File: config.mk
export PLATFORM = sky130hd
export DESIGN_NAME = fetch_queue
export DESIGN_NICKNAME = d
export VERILOG_FILES = /design/src/rtl/cpu_pkg.sv /design/src/rtl/fetch_fifo.sv /design/src/rtl/fetch_queue.sv
export SDC_FILE = /design/constraint.sdc
export NUM_CORES = 1
export LEC_CHECK = 0
export CORE_ASPECT_RATIO = 1.1
export CORE_MARGIN = 5
export CORE_UTILIZATION = 50
export DETAILED_ROUTE_END_ITERATION = 16
export PLACE_DENSITY = 0.74
export SLEW_MARGIN = 20
export SYNTH_ARGS = -nofsm -noshare
export SYNTH_HDL_FRONTEND = slang
export SYNTH_SLANG_ARGS = --single-unit
File: constraint.sdc
create_clock -name clk -period 3.2 [get_ports clk]
set_input_delay 0.32 -clock clk [delete_from_list [all_inputs] [get_ports clk]]
set_output_delay 0.32 -clock clk [all_outputs]
set_load 0.01 [all_outputs]
File: src/rtl/cpu_pkg.sv
// cpu_pkg: shared widths, opcodes and fetch-path types
// for the instruction fetch front end.
package cpu_pkg;

  localparam int INST_W = 16;
  localparam int ADDR_W = 16;
  localparam logic [ADDR_W-1:0] PC_INC = 16'd2;
  localparam logic [3:0] OPC_HLT = 4'hF;

  typedef enum logic [1:0] {
    FS_FETCH,
    FS_WAIT_SPACE,
    FS_STOP,
    FS_HALT
  } fetch_state_e;

  typedef struct packed {
    logic [INST_W-1:0] inst;
    logic [ADDR_W-1:0] pc;
  } fetch_ent_t;

  function automatic logic is_hlt(input logic [INST_W-1:0] w);
    return w[INST_W-1 -: 4] == OPC_HLT;
  endfunction

endpackage

File: src/rtl/fetch_fifo.sv
// fetch_fifo: circular prefetch buffer of {inst, pc}
// with push, pop, flush and occupancy count.
module fetch_fifo
  import cpu_pkg::*;
#(
  parameter int DEPTH = 4
) (
  input  logic                   clk,
  input  logic                   rst_n,
  input  logic                   push,
  input  fetch_ent_t             push_data,
  input  logic                   pop,
  input  logic                   flush,
  output fetch_ent_t             head,
  output logic [$clog2(DEPTH):0] count,
  output logic                   empty
);

  localparam int AW = $clog2(DEPTH);
  localparam int CW = AW + 1;

  fetch_ent_t mem [DEPTH];
  logic [AW-1:0] rptr;
  logic [AW-1:0] wptr;

  always_ff @(posedge clk) begin
    if (push && !flush) begin
      mem[wptr] <= push_data;
    end
  end

  always_ff @(posedge clk or negedge rst_n) begin
    if (!rst_n) begin
      rptr  <= '0;
      wptr  <= '0;
      count <= '0;
    end else if (flush) begin
      rptr  <= '0;
      wptr  <= '0;
      count <= '0;
    end else begin
      if (push) begin
        wptr <= wptr + 1'b1;
      end
      if (pop) begin
        rptr <= rptr + 1'b1;
      end
      count <= count + CW'(push) - CW'(pop);
    end
  end

  assign head  = mem[rptr];
  assign empty = (count == '0);

endmodule

File: src/rtl/fetch_queue.sv
// fetch_queue: fetch PC, single-outstanding imem requests, prefetch queue.
// FETCH_PERF_CNT_EN adds stall_cnt/drop_cnt counter ports.
module fetch_queue
  import cpu_pkg::*;
#(
  parameter int                DEPTH    = 4,
  parameter logic [ADDR_W-1:0] RESET_PC = 16'h0000
) (
  input  logic              clk,
  input  logic              rst_n,
  output logic              imem_req,
  output logic [ADDR_W-1:0] imem_addr,
  input  logic              imem_ack,
  input  logic [INST_W-1:0] imem_data,
  input  logic              redirect,
  input  logic [ADDR_W-1:0] redirect_pc,
  output logic              inst_valid,
  output logic [INST_W-1:0] inst,
  output logic [ADDR_W-1:0] inst_pc,
  output logic [ADDR_W-1:0] inst_pcs,
  input  logic              inst_ready,
  output logic              halted
`ifdef FETCH_PERF_CNT_EN
  ,
  output logic [15:0]       stall_cnt,
  output logic [15:0]       drop_cnt
`endif
);

  localparam int CW = $clog2(DEPTH) + 1;

  fetch_state_e      state, state_d;
  logic [ADDR_W-1:0] fetch_pc, pc_d, addr_d;
  logic              drop, drop_d, req_d;
  logic              stop_d, issue;
  logic [CW-1:0]     cnt, cnt_d;
  logic              ack_v, redir, pop, push, hlt_pop, empty;
  fetch_ent_t        head, push_data;

  assign ack_v   = imem_ack & imem_req;
  assign redir   = redirect & ~halted;
  assign pop     = inst_valid & inst_ready;
  assign push    = ack_v & ~drop & ~redir;
  assign hlt_pop = pop & ~redir & is_hlt(head.inst);
  assign halted  = (state == FS_HALT);

  assign push_data = '{inst: imem_data, pc: fetch_pc};

  fetch_fifo #(.DEPTH(DEPTH)) u_fifo (
    .clk       (clk),
    .rst_n     (rst_n),
    .push      (push),
    .push_data (push_data),
    .pop       (pop),
    .flush     (redir),
    .head      (head),
    .count     (cnt),
    .empty     (empty)
  );

  assign inst_valid = ~empty & ~halted;
  assign inst       = inst_valid ? head.inst : '0;
  assign inst_pc    = inst_valid ? head.pc : '0;
  assign inst_pcs   = inst_valid ? head.pc + PC_INC : '0;

  always_comb begin
    pc_d   = fetch_pc;
    drop_d = drop;
    req_d  = imem_req & ~ack_v;
    addr_d = imem_addr;
    stop_d = (state == FS_STOP);
    cnt_d  = cnt + CW'(push) - CW'(pop);
    if (push) begin
      pc_d = fetch_pc + PC_INC;
      if (is_hlt(imem_data)) begin
        stop_d = 1'b1;
      end
    end
    if (ack_v) begin
      drop_d = 1'b0;
    end
    // An in-flight request cannot be cancelled; its data is dropped later.
    if (redir) begin
      pc_d   = redirect_pc & ~ADDR_W'(1);
      stop_d = 1'b0;
      cnt_d  = '0;
      if (imem_req && !imem_ack) begin
        drop_d = 1'b1;
      end
    end
    issue = ~req_d & ~stop_d & ~hlt_pop & ~halted
          & (cnt_d < CW'(DEPTH));
    if (issue) begin
      req_d  = 1'b1;
      addr_d = pc_d;
    end
    if (halted || hlt_pop) begin
      state_d = FS_HALT;
    end else if (stop_d) begin
      state_d = FS_STOP;
    end else if (req_d) begin
      state_d = FS_FETCH;
    end else begin
      state_d = FS_WAIT_SPACE;
    end
  end

  always_ff @(posedge clk or negedge rst_n) begin
    if (!rst_n) begin
      state     <= FS_FETCH;
      fetch_pc  <= RESET_PC;
      imem_req  <= 1'b0;
      imem_addr <= RESET_PC;
      drop      <= 1'b0;
    end else begin
      state     <= state_d;
      fetch_pc  <= pc_d;
      imem_req  <= req_d;
      imem_addr <= addr_d;
      drop      <= drop_d;
    end
  end

`ifdef FETCH_PERF_CNT_EN
  logic discard;
  assign discard = ack_v & (drop | redir);

  always_ff @(posedge clk or negedge rst_n) begin
    if (!rst_n) begin
      stall_cnt <= '0;
      drop_cnt  <= '0;
    end else begin
      if (!inst_valid && !halted && stall_cnt != 16'hFFFF) begin
        stall_cnt <= stall_cnt + 16'd1;
      end
      if (discard && drop_cnt != 16'hFFFF) begin
        drop_cnt <= drop_cnt + 16'd1;
      end
    end
  end
`endif

endmodule
; Word level (Yosys, flattened, before mapping)
; Memory sizes are Yosys's and may differ from the RTL's.
; Index checks and enable logic that the tools add are counted.
[op_classes]
muxes = 22
n_eq_ne = 4
bitwise_logic = 21
add_sub_neg = 6
n_lt_le_gt_ge = 1
n_reduce_logical = 8
[op_table]
columns = cell, count
row1 = two-way mux 16 bit, 5
row2 = "adder 16 x 2 -> 16 bit, second input constant", 2
row3 = AND 1 bit, 13
row4 = two-way mux 2 bit, 6
row5 = two-way mux 1 bit, 10
row6 = "== test 4 bit, second input constant", 2
row7 = NOT 1 bit, 8
row8 = "adder 2 x 1 -> 2 bit, second input constant", 2
row9 = "== test 2 bit, second input constant", 2
row10 = nonzero test 2 bit, 2
row11 = adder 3 x 1 -> 3 bit, 1
row12 = logical NOT 3 bit, 1
row13 = "less-than comparator 3 bit, second input constant", 1
row14 = two-way mux 3 bit, 1
row15 = subtractor 3 x 1 -> 3 bit, 1
row16 = logical AND 1 bit, 2
row17 = logical NOT 1 bit, 2
row18 = logical OR 1 bit, 1
[totals]
n_memories = 1
reg_bits = 43
out_inout_bits = 67
ramBits = 128
in_bits = 37
[mem_list]
columns = name, depth, width, read_ports, rd_clocked_by_memory_dff, write_ports, line_no
row1 = u_fifo.mem, 4, 32, 1, 0, 1, fetch_fifo.sv:22  ; fetch_ent_t mem [DEPTH];

; Depth between registers and ports, before layout
[depth]
word_depth = 16
mapped_depth = 14
depth_no_buf = 11

; Hierarchy
; Synthesis repeated with hierarchy kept, for this count alone.
[unflattened]
cells_unflattened = 464
area_unflattened_um2 = 7497.2
[by_module_without_submodules]
columns = mod, area_per_inst_um2, instances, cells_each, seq_area_each_um2
row1 = fetch_fifo, 5097.4, 1, 206, 4018.9
row2 = fetch_queue, 2399.8, 1, 258, 900.9

; Worst setup path before layout
; No wires, ideal clock.
[synth_path]
path_type = register to register
from = register u_fifo.count[1]
to = register imem_addr[0]
path_slack_ns = 0.248
arrival_ns = 2.827
period_less_slack_ns = 2.952
setup_ns = 0.125
stages_incl_launch_ff = 15
required_ns = 3.075
n_path_buf = 3
path_cell_list = dfrtp_1 or3_1 clkbuf_1 nand3_1 xnor2_1 ha_1 inv_1 fa_1 xnor2_1 xnor2_1 nand2_1 and4_1 buf_6 buf_6 mux2_4
[synth_via]
elab_chain_len = 10
elab_cells_between_ends = 14
[synth_rtl]
columns = element, line_no
row1 = start: declaration, fetch_fifo.sv:15  ; output logic [$clog2(DEPTH):0] count,
row2 = start signal: assignment, fetch_fifo.sv:48  ; count <= count + CW'(push) - CW'(pop);
row3 = "parallel branches: the longest is 9 deep, another holds adder 3 x 1 -> 3 bit", -
row4 = AND 1 bit (*), fetch_queue.sv:92  ; & (cnt_d < CW'(DEPTH));
row5 = end signal: assignment, fetch_queue.sv:119  ; imem_addr <= addr_d;
row6 = end: declaration, fetch_queue.sv:12  ; output logic [ADDR_W-1:0] imem_addr,
; Mark *: on every way between the ends.
; A chain may end at the register's enable or synchronous reset.

; Worst setup path after layout
[layout_path]
from = register u_fifo.rptr[0]
to = output port inst_pcs[9]
[layout_via]
elab_chain_len = 3
[layout_rtl]
columns = element, line_no
row1 = start: declaration, fetch_fifo.sv:23  ; logic [AW-1:0] rptr;
row2 = start signal: assignment, fetch_fifo.sv:46  ; rptr <= rptr + 1'b1;
row3 = memory (4 x 32 bit), -
row4 = adder 16 x 2 -> 16 bit, fetch_queue.sv:64  ; assign inst_pcs = inst_valid ? head.pc + PC_INC : '0;
row5 = two-way mux 16 bit, fetch_queue.sv:64
row6 = end: declaration, fetch_queue.sv:20  ; output logic [ADDR_W-1:0] inst_pcs,
; No other way between the ends.

==> impl_metrics.toml <==
[route]
drt_first_pass_iters = 5
num_vias = 4486
drc = 0
drt-total-wl_um = 15700
ant_nets = 0
drt_iter0_drc = 276
routedWlPerCell_um = 19.6
routed_via_density = 5.60

[cts]
cts.sinks = 171
cts_hold_buffers = 0
clock_latency_ns = 0.43
path_clk_slew_ns = 0.07
cts_buffers = 17
ctsRootBufferMaster = "clkbuf_16"
cts.htree.levels = 4
cts_tree = "yes"
cts_max_path_buffers = 2

[grt]
antenna_found_initial = 0
grt_max_degree = 44
grt_first_pass_wirelength_um = 25200
track_usage = 0.188
grt-ovfl-total = 0
first_global_vias = 4659

[final_layout]
diodes = 0
nNetsFinal = 641
mostFrequentLayoutCells = "128 x edfxtp_1, 96 x clkdlybuf4s50_1, 42 x dfrtp_1, 38 x and3_1, 32 x mux4_2"
fillers = 1024
synthToLayoutAreaGrowth_pct = 27.2
final_util = 0.651
drive_gt1_frac = 0.210
final_common_cell = "edfxtp_1"

[floorplanning]
fp.dieW_um = 126
start_util = 0.512
core-area_um2 = 14400
die_h_um = 138
dieArea_um2 = 17300
rows = 46
ioPinCount = 104

[worst_hold_path]
hold_path_class = "input pin to asynchronous set/reset pin"

[timing]
relSlewSlack = 0.361
fin_tns_setup_ns = 0
setup_ws_ns = 0.128
finalHoldViolations = 0
post-route-period-util = 0.960
finalMaxSlewViolations = 0
finalSetupViolCount = 0
period_minus_slack_ns = 3.07
finalClockSkew_ns = 0.0103
fmax_mhz = 326
worstMarginPinSlew_ns = 0.959

[job]
maxCapViolations = 0

[power_and_ir_drop]
p_clk_frac = 0.440
power-per-cell-area_nw_per_um2 = 473
seqPwrFrac = 0.541
power.share.switching = 0.220
vdd_ir_drop_max_mv = 0.376
combPwrFrac = 0.019
internal_power_mw = 3.47
leakagePower_nw = 3.56
p_sw_mw = 0.981

[setup_path]
crit_chain = "buf_4, mux4_2, ha_2, nand2_2, nor3_2, xnor2_1, nor2_1, clkdlybuf4s50_1"
slowest_stage = "clkdlybuf4s50_1"
rrSetupSlack_ns = 0.14
end_kind = "output pin"
path_max_fanout = 7
arrival_ns = 2.75
required_ns = 2.88
cp-start-kind = "register"
path_class = "register to output pin"
critPathMaxStageDelay_ns = 0.54

[logic_synthesis]
yosysWarningCount = 0
ys_seq_elements = 171
yosysTopAreaCellShare = 0.520
yosysTopAreaCell = "edfxtp_1"
seq_area_frac_synth = 0.665
synth.area.top_cells = "edfxtp_1 52%, dfrtp_1 15%, mux4_2 9.7%"
synth_area_um2 = 7390
synth_cells = 474
syn_area_per_cell_um2 = 15.6
yosysUniqueCellTypes = 48
synth_nets = 519

[run_status]
outcome = "finished clean"

[placed_design]
io_buffers = 102
gp_congestion = 0.877
hpwl_um = 10000
pre_cts_ws_ns = 0.0834
sequential cells by signal, summed over array words and instances (netlist names), named ones only:
register      cells
fetch_pc         16
imem_req          1
state             2
imem_addr        16
u_fifo.count      3
u_fifo.mem      128
u_fifo.rptr       2
u_fifo.wptr       2
path summary, 6_finish.rpt:
kind / start / end / cells after the start
hold reg to reg: imem_addr[3]$_DFFE_PN0P_ / imem_addr[3]$_DFFE_PN0P_ / 1
setup reg to reg: u_fifo.count[1]$_DFF_PN0_ / imem_addr[6]$_DFFE_PN0P_ / 12
min in group clk: redirect_pc[5] / fetch_pc[5]$_DFF_PN0_ / 3
setup / recovery: u_fifo.rptr[0]$_DFFE_PN0P_ / inst_pcs[9] / 8
hold / removal: rst_n / fetch_pc[1]$_DFF_PN0_ / 1
max in group asynchronous: rst_n / u_fifo.rptr[0]$_DFFE_PN0P_ / 1
metrics by stage:
step           power, mW  hold WS [ns]  instance area (um2)  std cells
4_1_cts             4.48        0.0724                 9300        794
6_report            4.45        0.0428                 9410        801
2_1_floorplan       2.46        0.0244                 7390        474
3_5_place_dp        2.54         0.493                 8650        756
3_3_place_gp        2.53         0.495                 8650        756
5_1_grt             4.60         0.115                 9410        801
worst max-delay path: cells and delay by family (launching register included):
kind / cells / cell delay [ns]
mux: 1 / 0.51
simple gates: 3 / 0.28
buf+inv: 2 / 0.68
xor+xnor: 1 / 0.12
fa+ha+maj: 1 / 0.23
flops: 1 / 0.50
layout make-up:
| cell class | instances | area, um2 | area share |
|---|---|---|---|
| Inverter | 10 | 37.5 | 0.00399 |
| Clock inverter | 15 | 156 | 0.0166 |
| Sequential cell | 171 | 4920 | 0.523 |
| Multi-Input combinational cell | 266 | 2340 | 0.249 |
| Tap cell | 192 | 240 | 0.0255 |
| Clock buffer | 17 | 425 | 0.0452 |
| Timing Repair Buffer | 130 | 1280 | 0.136 |
power by group through the flow:
stage | sequential, mW | combinational, mW | clock, mW
after CTS | 2.41 | 0.0851 | 1.99
after global placement | 2.45 | 0.0815 | 0
final | 2.41 | 0.0842 | 1.96
after detailed placement | 2.45 | 0.0841 | 0
after floorplan | 2.45 | 0.0157 | 0
after global routing | 2.41 | 0.0922 | 2.10
what timing repair did:
item | in CTS | in global routing
endpoints found under the setup margin | 8 | 23
setup buffers | 6 | 7
resized for setup | 5 | 14
pin swaps | 0 | 3
cells by family after synthesis:
family | count (synthesis) | synth area share
mux | 52 | 0.133
fa+ha+maj | 8 | 0.0146
flops | 171 | 0.665
compound gates | 26 | 0.0222
simple gates | 157 | 0.113
xor+xnor | 23 | 0.0272
buf+inv | 37 | 0.0249
routing by layer:
layer	global-route usage	part of all wire	up-vias
met2	0.310	0.50	164
met3	0.0508	0.066	20
met1	0.247	0.42	2241
met5	0	0	-
met4	0.0572	0.015	0
li1	-	-	2061
cell usage after synthesis, drive strengths merged:
cell and number:
clkbuf 14, or4 4, xor2 7, xnor2 16, a21oi 5, and3b 1
and4 2, fa 1, nor2 31, buf 13, nor4 6, or3 2
edfxtp 128, o31ai 1, mux2 18, nand2 32, ha 7, and2 3
nor3b 1, a21bo 1, nand3b 2, or2 1, o2bb2ai 1, o21ai 10
and3 39, mux2i 2, a31oi 2, nand4 6, a2bb2oi 1, a221o 1
a21boi 1, o31a 1, nand3 20, inv 10, mux4 32, a21o 1
dfrtp 43, nor3 7, o211ai 1
No activity file was read; power rests on OpenSTA's default activity.
==> patch 1 (same settings) <==
The option `FETCH_PERF_CNT_EN` is turned on by a define.
--- a/src/rtl/fetch_queue.sv
+++ b/src/rtl/fetch_queue.sv
@@ -1,5 +1,7 @@
 // fetch_queue: fetch PC, single-outstanding imem requests, prefetch queue.
 // FETCH_PERF_CNT_EN adds stall_cnt/drop_cnt counter ports.
+`define FETCH_PERF_CNT_EN
+
 module fetch_queue
   import cpu_pkg::*;
 #(
Behaviour (old outputs only; new: drop_cnt and stall_cnt): unchanged (Yosys induction, for registers that start in step).
==> patch 1 against the original RTL <==
The run now ends with hold timing left. Core utilization down 1.0 points. Setup slack worse by 31 ps. Cell area up 20%. Sequential cell count up 32. Register-to-register slack better by 100 ps. Area after synthesis up 20%. Routed wire length up 19%. Largest cell class unchanged.
Power is not compared: it rests on default switching activity, and its combinational part moved more than twofold at a synthesized area within 25%.
==> patch 1: results (changes against the original RTL) <==
clk root buf=clkbuf_16; status=complete, but fails checks; DP Wirelength=12700 um (+26%); core area=0.0176 sq mm (+22%); Post-synth ARST share=36.9% (+12 points); Post-Syn Instances=608 (+28%); Fin. Hold Viols=23 (+23); Crit path arrival time=2780 ps (+30 ps); syn_nets=655 (+26%); Synth Area in XOR/XNOR=5.00% (+2.3 points); critical path fanouts, max=7 (unchanged); compound-gate portion of the synthesized area=3.52% (+1.3 points); Placer Congestion=0.792 (-9.6%); commonest cells in the netlist=128 x edfxtp_1, 75 x dfrtp_1, 42 x nand2_1, 41 x and3_1, 38 x nor2_1; vias in the first global route=5930 (+27%); post-place instance area=0.0105 sq mm (+22%); Setup WS pre-CTS=121 ps (+37.4 ps); post-CTS setup buffer count=4 (-2); Ys Warns=0 (unchanged); Detailed Route Iter0 Violations=418 (+51%); placed cells=973 (+29%); Inserted Clock Buffers=21 (+4); skew final=9.03 ps (-1.26 ps); Slew HR=35.4% (-0.63 points); clock tree buffer depth=3 (+1); H-tree depth=1 (-3); via count=5654 (+26%); Non-Filler Instances=1019 (+27%); first-pass GRT wire length=30400 um (+21%); total track usage=18.5% (-0.29 points); post-cts sizing count=17 (+12); Area contributors post-synth=edfxtp_1 43%, dfrtp_1 21%, mux4_2 6.3%, and3_1 2.9%, xnor2_1 2.4%; Min Hold Slack=-35.7 ps (-78.5 ps); largest family of logic cells by synthesized area=simple AND/OR/NAND/NOR gates; Seq/Total Area, Yosys=64.5% (-2.1 points); violated checks=hold timing; Netlist cell types=52 (+8.3%); pin count of the biggest net entering global routing=76 (+73%); nets@finish=813 (+27%); # port buffers=134 (+31%)
patch 1: cell types whose count changed in the layout (fill, tap and decap cells not counted), moves of 9 or more:
cell	before	now
nand4_1	4	13
xor2_1	7	24
dfrtp_1	42	74
clkdlybuf4s50_1	96	124
xnor2_1	15	24
nand2_1	31	42
patch 1: cells by family (layout without fill, tap and decap cells):
kind of cell               after synthesis  count (layout)
and+or+nand+nor                        207             207
DFF                                    203             203
muxes                                   51              51
xor gates and xnor gates                49              49
AOI/OAI and AO/OA                       48              48
buffers and inverters                   40             213
adders and majority gates               10              10
patch 1: worst paths after layout:
path / endpoint / start / slack, ps / cells past startpoint
max: inst_pcs[13] / u_fifo.rptr[0] / 100 / 8
min: stall_cnt[8] / rst_n / -40 / 1
max reg2reg: imem_addr[2] / u_fifo.count[0] / 240 / 12
min reg2reg: stall_cnt[14] / stall_cnt[14] / 490 / 1
max in group asynchronous: u_fifo.rptr[0] / rst_n / 2540 / 1
min in group clk: fetch_pc[5] / redirect_pc[5] / 430 / 3
patch 1: area by class of cell:
class | instances | area (sq um)
Multi-Input combinational cell | 365 | 3000
Sequential cell | 203 | 5720
Clock buffer | 28 | 562
Inverter | 15 | 56.3
Clock inverter | 10 | 81.3
Timing Repair Buffer | 160 | 1570
Fill cell | 1272 | 6330
Tap cell | 238 | 298
patch 1: metal layers:
metal,wire (um),vias to the layer above,track usage (%)
li1,-,2612,-
met1,8040,2839,25.1
met2,9180,181,31.2
met3,1260,22,3.70
met4,246,0,3.89
met5,0,-,0
patch 1: critical path, stage by stage (launching register included):
cell and delay (ps):
dfrtp_2 490, buf_8 180, mux4_2 420, nand4_1 230
buf_4 210, nor4_2 280, xnor2_1 150, nor2_1 50
dlygate4sd2_1 300
==> patch 2 (config.mk and constraints unchanged) <==
Made on the original files. Re-encode `fetch_state_e` (4 states) as Gray code, 2 bits wide.
--- a/src/rtl/cpu_pkg.sv
+++ b/src/rtl/cpu_pkg.sv
@@ -8,10 +8,10 @@
   localparam logic [3:0] OPC_HLT = 4'hF;
 
   typedef enum logic [1:0] {
-    FS_FETCH,
-    FS_WAIT_SPACE,
-    FS_STOP,
-    FS_HALT
+    FS_FETCH      = 2'b00,
+    FS_WAIT_SPACE = 2'b01,
+    FS_STOP       = 2'b11,
+    FS_HALT       = 2'b10
   } fetch_state_e;
 
   typedef struct packed {
Formal check against the unedited RTL: no difference found for any inputs over 4 cycles, from zero or initial values and one cycle with rst_n low; so few cycles prove little.
==> patch 2 against the original RTL <==
Non-clock buffer count grew 6. Area after synthesis fell by 0.15%. Setup slack worse by 84 ps. Final cell count fell by 0.62%. Sequential cell count unchanged. Routed wire length down 1.7%. Sequential share of layout area grew 0.16 points. Power down 5.5%. Cell area decreased by 0.28%. Synthesized cell count shrank 3.2%. Clock skew down 5.1 ps. Critical endpoint is now inst_pcs[14]. Largest cell class unchanged. Largest power group unchanged.
==> patch 2: results (changes against the original RTL) <==
routed length on met1=6560 um (-1.5%); via count=4474 (-0.27%); GR Layer Usage met1=23.9% (-0.74 points); crit-path max cell delay=560 ps (+20 ps); Area contributors post-synth=edfxtp_1 52%, dfrtp_1 15%, mux4_2 7.0%, and3_1 3.2%, mux4_1 3.2%; GRT met2 Usage=30.7% (-0.28 points); met3 Use GR=4.42% (-0.66 points); post-place instance area=0.00866 sq mm (+0.12%); DP Wirelength=9910 um (-1.4%); Placer Congestion=0.745 (-15%); Crit path arrival time=2840 ps (+90 ps); nets@finish=636 (-0.78%); total track usage=18.4% (-0.33 points); Vias/cell=5.62 (+0.36%); IR drop worst, VDD=316 uV (-16%); Slew HR=35.3% (-0.72 points); share of layout cells above drive strength 1=20.5% (-0.49 points); leak pwr=0.00357 uW (+0.29%); Netlist cell types=49 (+2.1%); status=completed; First-pass DRT Iterations=4 (-1); DR WL met3=954 um (-7.6%); skew final=5.24 ps (-5.05 ps); commonest cells in the netlist=128 x edfxtp_1, 43 x dfrtp_1, 38 x and3_1, 30 x nor2_1, 27 x nand2_1; FILL cells=1030 (+0.59%); first-pass GRT wire length=24600 um (-2.3%); final WL=15400 um (-1.7%)
-- patch 2: cell type report --
cell class                 count  area, sq um  share of cell area, %
tap                          192          240                   2.56
inverter                      11         41.3                  0.440
timing repair buffer         136         1290                   13.7
sequential                   171         4920                   52.5
multi-input combinational    254         2370                   25.3
clock buffer                  18          429                   4.58
clock inverter                14         82.6                  0.880
-- patch 2: metrics by stage --
stage	utilization (%)	total power [uW]
CTS	64.2	4240
global route	64.9	4330
global placement	59.9	2480
detailed placement	59.9	2490
floorplan	-	2420
finish	64.9	4210
-- patch 2: path summary, 6_finish.rpt --
path	slack, ps	end	cells after the start
max in group asynchronous	2430	u_fifo.rptr[0]	1
min in group clk	480	fetch_pc[3]	3
min	50	fetch_pc[12]	1
max reg2reg	150	imem_addr[9]	11
min reg2reg	500	imem_addr[12]	1
max	40	inst_pcs[14]	8
-- patch 2: timing repair --
item / in CTS / in global routing
setup endpoints to repair: 12 / 23
pin swaps: 0 / 2
gates resized for setup: 12 / 9
cloned: 0 / 2
buffers inserted: 11 / 3
-- patch 2: kinds of logic (layout without fill, tap and decap cells) --
| group | count (synthesis) | after routing | synth area share (%) |
|---|---|---|---|
| simple gates | 140 | 142 | 10.5 |
| buf+inv | 36 | 179 | 2.37 |
| mux | 49 | 49 | 13.1 |
| fa+ha+maj | 8 | 8 | 1.46 |
| flops | 171 | 171 | 66.6 |
| compound gates | 30 | 30 | 2.98 |
| xor+xnor | 25 | 25 | 2.97 |
-- patch 2: power by group through the flow --
stage | sequential, uW | clock [uW] | combinational (uW)
4_1_cts | 2370 | 1800 | 67.4
2_1_floorplan | 2420 | 0 | 0.538
6_report | 2370 | 1770 | 66.7
5_1_grt | 2370 | 1890 | 72.1
3_3_place_gp | 2420 | 0 | 65.1
3_5_place_dp | 2420 | 0 | 67.2
